[config.mk]
export PLATFORM = sky130hd
export DESIGN_NAME = rv32_writeback
export DESIGN_NICKNAME = d
export VERILOG_FILES = /design/src/rtl/rv32_pkg.sv /design/src/rtl/rv32_load_align.sv /design/src/rtl/rv32_writeback.sv
export SDC_FILE = /design/constraint.sdc
export NUM_CORES = 1
export LEC_CHECK = 0
export CORE_MARGIN = 5
export CORE_UTILIZATION = 55
export DETAILED_ROUTE_END_ITERATION = 10
export DONT_BUFFER_PORTS = 1
export PLACE_DENSITY_LB_ADDON = 0.15
export REMOVE_ABC_BUFFERS = 1
export SLEW_MARGIN = 10
export SYNTH_ARGS = -nofsm -noshare
export SYNTH_HDL_FRONTEND = slang
export SYNTH_SLANG_ARGS = --single-unit
[constraint.sdc]
create_clock -name clk -period 1.79 [get_ports clk]
set_clock_uncertainty 0.1 [all_clocks]
set_input_delay 0 -clock clk [delete_from_list [all_inputs] [get_ports clk]]
set_output_delay 0 -clock clk [all_outputs]
set_load 0.005 [all_outputs]
[src/rtl/rv32_pkg.sv]
// rv32_pkg: shared datapath width, load funct3 encodings and writeback grant type.
package rv32_pkg;
  localparam int XLEN = 32;
  localparam logic [2:0] LB  = 3'b000;
  localparam logic [2:0] LH  = 3'b001;
  localparam logic [2:0] LW  = 3'b010;
  localparam logic [2:0] LBU = 3'b100;
  localparam logic [2:0] LHU = 3'b101;
  typedef enum logic [1:0] {GRANT_NONE, GRANT_ALU, GRANT_LSU} grant_e;
endpackage

[src/rtl/rv32_load_align.sv]
// rv32_load_align: extracts and sign/zero-extends load data from an aligned word, flagging bad loads.
module rv32_load_align import rv32_pkg::*; (
  input  logic [XLEN-1:0] data,
  input  logic [1:0]      addr_lo,
  input  logic [2:0]      funct3,
  output logic [XLEN-1:0] value,
  output logic            err
);
  logic [7:0]  b;
  logic [15:0] h;
  assign b = data[{addr_lo, 3'b000} +: 8];
  assign h = addr_lo[1] ? data[31:16] : data[15:0];
  always_comb begin
    value = '0;
    err = 1'b0;
    case (funct3)
      LB:  value = {{(XLEN-8){b[7]}}, b};
      LBU: value = {{(XLEN-8){1'b0}}, b};
      LH:  begin value = {{(XLEN-16){h[15]}}, h}; err = addr_lo[0]; end
      LHU: begin value = {{(XLEN-16){1'b0}}, h}; err = addr_lo[0]; end
      LW:  begin value = data; err = |addr_lo; end
      default: err = 1'b1;
    endcase
  end
endmodule

[src/rtl/rv32_writeback.sv]
// rv32_writeback: arbitrates ALU/LSU results onto the register file write port.
// Define WB_RETIRE_CNT_EN to build the accepted-transaction counter.
module rv32_writeback #(
  parameter int XLEN = rv32_pkg::XLEN,
  parameter int ALU_STARVE_LIMIT = 2
) (
  input  logic            clk,
  input  logic            reset_n,
  input  logic            alu_valid,
  output logic            alu_ready,
  input  logic [4:0]      alu_rd,
  input  logic [XLEN-1:0] alu_value,
  input  logic            lsu_valid,
  output logic            lsu_ready,
  input  logic [4:0]      lsu_rd,
  input  logic [XLEN-1:0] lsu_data,
  input  logic [1:0]      lsu_addr_lo,
  input  logic [2:0]      lsu_funct3,
  output logic [4:0]      rd_address,
  output logic [XLEN-1:0] rd_value,
  output logic            load_err,
  output logic [31:0]     retire_count
);
  import rv32_pkg::*;
  localparam int WW = $clog2(ALU_STARVE_LIMIT + 1);
  localparam logic [WW-1:0] LIMIT = WW'(ALU_STARVE_LIMIT);
  logic [WW-1:0]   alu_wait;
  logic [XLEN-1:0] ld_value;
  logic            ld_err;
  grant_e          grant;
  rv32_load_align u_align (
    .data(lsu_data),
    .addr_lo(lsu_addr_lo),
    .funct3(lsu_funct3),
    .value(ld_value),
    .err(ld_err)
  );
  // LSU wins by default; a starved ALU takes the port once alu_wait saturates.
  always_comb begin
    grant = (alu_valid && (!lsu_valid || alu_wait == LIMIT)) ? GRANT_ALU :
            lsu_valid ? GRANT_LSU : GRANT_NONE;
    alu_ready = grant == GRANT_ALU;
    lsu_ready = grant == GRANT_LSU;
  end
  always_ff @(posedge clk or negedge reset_n) begin
    if (!reset_n) begin
      alu_wait   <= '0;
      rd_address <= '0;
      rd_value   <= '0;
      load_err   <= 1'b0;
    end else begin
      alu_wait   <= alu_ready ? '0 : (alu_valid && alu_wait != LIMIT) ? alu_wait + WW'(1) : alu_wait;
      rd_address <= alu_ready ? alu_rd : (lsu_ready && !ld_err) ? lsu_rd : '0;
      rd_value   <= alu_ready ? alu_value : (lsu_ready && !ld_err) ? ld_value : '0;
      load_err   <= lsu_ready && ld_err;
    end
  end
`ifdef WB_RETIRE_CNT_EN
  always_ff @(posedge clk or negedge reset_n) begin
    if (!reset_n) retire_count <= '0;
    else if (alu_ready || lsu_ready) retire_count <= retire_count + 32'd1;
  end
`else
  assign retire_count = '0;
`endif
endmodule

==> After elaboration in Yosys (flattened, before gate mapping) <==
Index checks and enable logic that the tools add are counted.
{ "word_totals": {"ff_bits": 40, "inputBits": 83, "out_inout_bits": 72} }
{ "classes": {"addsub": 1, "eq_ne": 8, "shifts": 1, "mux": 11, "n_reduce_logical": 12} }
{ "ops": {"columns": ["operator", "count"], "rows": [
  ["$pmux W32 S5", 1],
  ["$mux W32", 2],
  ["$shiftx A32 B6 Y8", 1],
  ["$mux W16", 1],
  ["$mux W5", 2],
  ["$mux W2", 4],
  ["$eq A3 B3 Y1 const B", 2],
  ["$reduce_or A2 Y1", 3],
  ["$eq A2 B2 Y1 const B", 2],
  ["$logic_and A1 B1 Y1", 4],
  ["$eq A3 B1 Y1 const B", 1],
  ["$eq A3 B2 Y1 const B", 1],
  ["$logic_not A3 Y1", 1],
  ["$pmux W1 S3", 1],
  ["$add A2 B1 Y2 const B", 1],
  ["$eq A2 B1 Y1 const B", 1],
  ["$logic_not A1 Y1", 2],
  ["$ne A2 B2 Y1 const B", 1],
  ["$reduce_bool A2 Y1", 1],
  ["$logic_or A1 B1 Y1", 1]
]} }

==> Depth between registers and ports, before layout <==
{ "depth": {"depth_word": 8, "depth_mapped": 8, "mapped_depth_nobuf": 6} }

==> Cells and area by module <==
A second synthesis with hierarchy kept.
{ "unflattened": {"hier_cells": 237, "area_unflattened_um2": 2636.3} }
{ "by_module_without_submodules": {"columns": ["module", "n_inst", "cells_per_inst", "area_each_um2", "seq_area_each_um2"], "rows": [
  ["rv32_writeback", 1, 129, 1737.9, 1001.0],
  ["rv32_load_align", 1, 108, 898.4, 0.0]
]} }

==> Worst setup path after synthesis <==
OpenSTA, ideal clock, no wires.
{ "synth_timing": {"path_kind": "flip-flop to flip-flop", "startpoint": "reg alu_wait[0]", "endpoint": "reg rd_value[15]", "setup_time_ps": 81, "arrival_ps": 1594, "required_ps": 1609, "setup_slack_ps": 15, "path_stages_with_launch": 9, "n_path_buf": 2, "period_less_slack_ps": 1775, "path_cell_list": "dfrtp_1 inv_1 ha_1 a21bo_2 a21o_1 buf_6 or3_1 buf_6 o211ai_2"} }
{ "synth_between": {"elab_chain_cells": 8, "elab_cells_between_ends": 9, "cone_classes": "eq/ne: 3; mux: 3; reduce/logical: 3"} }
{ "synth_lines": {"columns": ["element", "line", "source"], "rows": [
  ["from (decl)", "rv32_writeback.sv:27", "logic [WW-1:0] alu_wait;"],
  ["from (signal assigned)", "rv32_writeback.sv:52", "alu_wait <= alu_ready ? '0 : (alu_valid && alu_wait != LIMIT) ? alu_wait + WW'(1) : alu_wait;"],
  ["$eq A2 B2 Y1 *", "rv32_writeback.sv:40", "grant = (alu_valid && (!lsu_valid || alu_wait == LIMIT)) ? GRANT_ALU :"],
  ["$logic_or A1 B1 Y1 *", "rv32_writeback.sv:40", null],
  ["$logic_and A1 B1 Y1 *", "rv32_writeback.sv:40", null],
  ["$mux W2 *", "rv32_writeback.sv:40", null],
  ["$eq A2 B2 Y1", "rv32_writeback.sv:43", "lsu_ready = grant == GRANT_LSU;"],
  ["$logic_and A1 B1 Y1", "rv32_writeback.sv:54", "rd_value <= alu_ready ? alu_value : (lsu_ready && !ld_err) ? ld_value : '0;"],
  ["$mux W32", "rv32_writeback.sv:54", null],
  ["$mux W32 *", "rv32_writeback.sv:54", null],
  ["to (signal assigned)", "rv32_writeback.sv:54", null],
  ["to (decl)", "rv32_writeback.sv:20", "output logic [XLEN-1:0] rd_value,"]
]} }
Mark *: on every way between the ends. The rest lies on a longest branch, timed or not.
A chain may end at the register's enable or synchronous reset.

==> Worst setup path in the final report <==
{ "layout_timing": {"startpoint": "reg alu_wait[1]", "endpoint": "reg rd_value[5]"} }
Same word-level chain as after synthesis.

==> impl_metrics.env <==
export IMPL_clock_sinks=40
export IMPL_grt_overflow=0
export IMPL_drc=0
export IMPL_ys_flop_type="dfrtp_1"
export IMPL_cap_violations=0
export IMPL_grt_use_total_pct=27.76
export IMPL_drt_first_pass_iters=4
export IMPL_ff2ff_setup_slack_ps=20
export IMPL_synthTopCellsByCount="40 x dfrtp_1, 33 x buf_4, 28 x nand2_1, 18 x a221o_1, 10 x clkbuf_1"
export IMPL_drt_initial_drc_count=129
export IMPL_hold_viol_final=1
export IMPL_avgRoutedWirePerCell_um=21.18
export IMPL_initial_utilization_pct=57.02
export IMPL_ctsRootBufferMaster="clkbuf_8"
export IMPL_drive_gt1_share_pct=12.06
export IMPL_hold_class="primary input to flop"
export IMPL_synth_distinct_cells=38
export IMPL_seqCellArea_mm2=0.001001
export IMPL_max_freq_ghz=0.5650
export IMPL_via_per_inst=5.841
export IMPL_die_y_um=74.40
export IMPL_clockBufferDepth=2
export IMPL_crit_chain="ha_4 > a21bo_4 > a21o_1 > buf_6 > buf_4 > nor3b_2 > a221o_1"
export IMPL_antenna_found_initial=0
export IMPL_finalCritPeriodShare_pct=98.87
export IMPL_grt_pass1_vias=2255
export IMPL_htreeDepth=2
export IMPL_synth_area_leaders="dfrtp_1 44%, buf_4 11%, a221o_1 7.9%"
export IMPL_cpLargestDelayFamily="compound AO/OA/AOI/OAI gates"
export IMPL_critPathMaxFanout=3
export IMPL_rows=23
export IMPL_rsz0062_at_grt="yes"
export IMPL_yosysTopAreaCell="dfrtp_1"
export IMPL_synthArstFlopShare_pct=100.0
export IMPL_synth_edf_count=0
export IMPL_arrival_ps=1910
export IMPL_fp_dieW_um=74.40
export IMPL_failed_checks="hold timing"
export IMPL_n_antenna_cell=0
export IMPL_die_area_mm2=0.005535
export IMPL_critPathSlowestCell="dfrtp_1"
export IMPL_outcome="complete, but fails checks"
export IMPL_synth_top_area_share_pct=43.88
export IMPL_insertion_delay_ps=300
export IMPL_critPathMaxStageDelay_ps=420
export IMPL_fin_nets=398
export IMPL_area_growth_pct=45.80
export IMPL_p_leak_nw=1.495
export IMPL_final_max_slew_viol_count=0
export IMPL_finish_utilization_pct=83.14
export IMPL_synth_most_common_cell="dfrtp_1"
export IMPL_final_area_mm2=0.003326
export IMPL_syn_area_mm2=0.002281
export IMPL_core_area_mm2=0.004000
export IMPL_crit_path_end_kind="flop"
export IMPL_portBuffers=0
export IMPL_postLayoutSetupSlackWorst_ps=20.22
export IMPL_timing_slew_headroom_pct=42.80
export IMPL_n_fill_cell=212
export IMPL_p_total_mw=2.440
export IMPL_path_class="flop to flop"
export IMPL_routabilityCongestion=0.8049
export IMPL_ios=155
export IMPL_seq_area_frac_synth_pct=43.88
export IMPL_place_ws_ps=-50.53
export IMPL_worst_pin_slew_ps=850.7
export IMPL_ys_warn_count=0
export IMPL_detail_route_antenna_nets=0
export IMPL_post_route_min_period_ps=1770
export IMPL_wl_um=7731
export IMPL_peakVddDrop_mv=0.5780
export IMPL_critical_path_required_ps=1930
export IMPL_synth_seq_cells=40
export IMPL_hpwlAfterDp_um=4733
export IMPL_multi_input_area_mm2=0.001094
export IMPL_clk_pin_slew_ps=80
export IMPL_synth_cells=221
export IMPL_startpoint_type="flop"
export IMPL_power_density_mw_per_mm2=733.7
export IMPL_vias=2132
export IMPL_numCtsBuffers=5
export IMPL_placed_cell_area_mm2=0.002213
export IMPL_cts_tree="built"
export IMPL_setup_viol=0
export IMPL_hold_ws_ps=-6.184
export IMPL_grt_pass1_wl_um=11460
export IMPL_worst_path_buf_inv=2
export IMPL_grt_max_degree=41
export IMPL_avgSynthCellArea_um2=10.32
-- metal layers --
layer  track usage, %  vias to the layer above  share of wire (%)
li1                 -                      928                  -
met1            31.05                     1026                 35
met2            47.90                      150                 50
met3            8.919                       28                 11
met4            12.85                        0                3.6
met5                0                        -                  0
-- registers in the layout, indices dropped and copies added (netlist names) --
register    cells
alu_wait        2
load_err        1
rd_address      5
rd_value       32
-- cells by family (layout without fill, tap and decap cells) --
logic type,after synthesis,in the layout,synth area share (%)
buffers and inverters,49,112,14.54
AOI/OAI and AO/OA,67,67,24.90
and+or+nand+nor,59,59,13.60
muxes,4,4,2.359
other,1,32,0.1644
adders and majority gates,1,1,0.5485
DFF,40,40,43.88
-- path summary, 6_finish.rpt --
check | start | to | cells past startpoint
max reg2reg | alu_wait[1] | rd_value[5] | 7
min reg2reg | alu_wait[1] | alu_wait[1] | 1
min in group asynchronous | reset_n | rd_address[2] | 2
min | lsu_data[14] | rd_value[6] | 4
max in group asynchronous | reset_n | rd_value[14] | 2
max | alu_wait[1] | rd_value[5] | 7
-- cells in the final DEF (no fill, tap or decap), drive strengths merged, types with 5 or more instances in the layout --
| cell | n |
|---|---|
| a2bb2oi | 7 |
| nand2 | 28 |
| clkbuf | 7 |
| dlygate4sd3 | 91 |
| nor2 | 5 |
| buf | 11 |
| o211ai | 8 |
| a21oi | 8 |
| nand2b | 8 |
| o21ai | 9 |
| a221o | 18 |
| a22o | 5 |
| a22oi | 6 |
| nand3 | 6 |
| conb | 32 |
| dfrtp | 40 |
-- power by group --
group | internal, mW | leakage [nW] | switching, mW
sequential | 0.994 | 0.527 | 0.0616
combinational | 0.311 | 0.904 | 0.254
clock | 0.492 | 0.0645 | 0.327
-- area by class of cell --
| type | instances | area share [%] |
|---|---|---|
| clock buffer | 7 | 2.897 |
| clock inverter | 1 | 0.9029 |
| inverter | 2 | 0.2257 |
| multi-input combinational | 163 | 32.88 |
| sequential | 40 | 30.10 |
| tap | 50 | 1.881 |
| timing repair buffer | 102 | 31.11 |
-- through the flow --
stage	setup TNS, ps	cells
final	0	365
after global routing	-329.2	365
after CTS	0	362
after detailed placement	-275.7	262
after global placement	0	262
after floorplan	-3359	205
-- tightest hold or removal path, delay by kind of cell --
family | cells | cell delay [ps]
compound gates | 2 | 220
simple gates | 2 | 130
-- timing repair --
item	in CTS	in global routing
cloned	0	0
endpoints found under the setup margin	14	27
resized for setup	2	6
buffers inserted	0	3
endpoints found under the hold margin	80	0
hold buffers	92	0
Power figures use the tool's default switching activity.
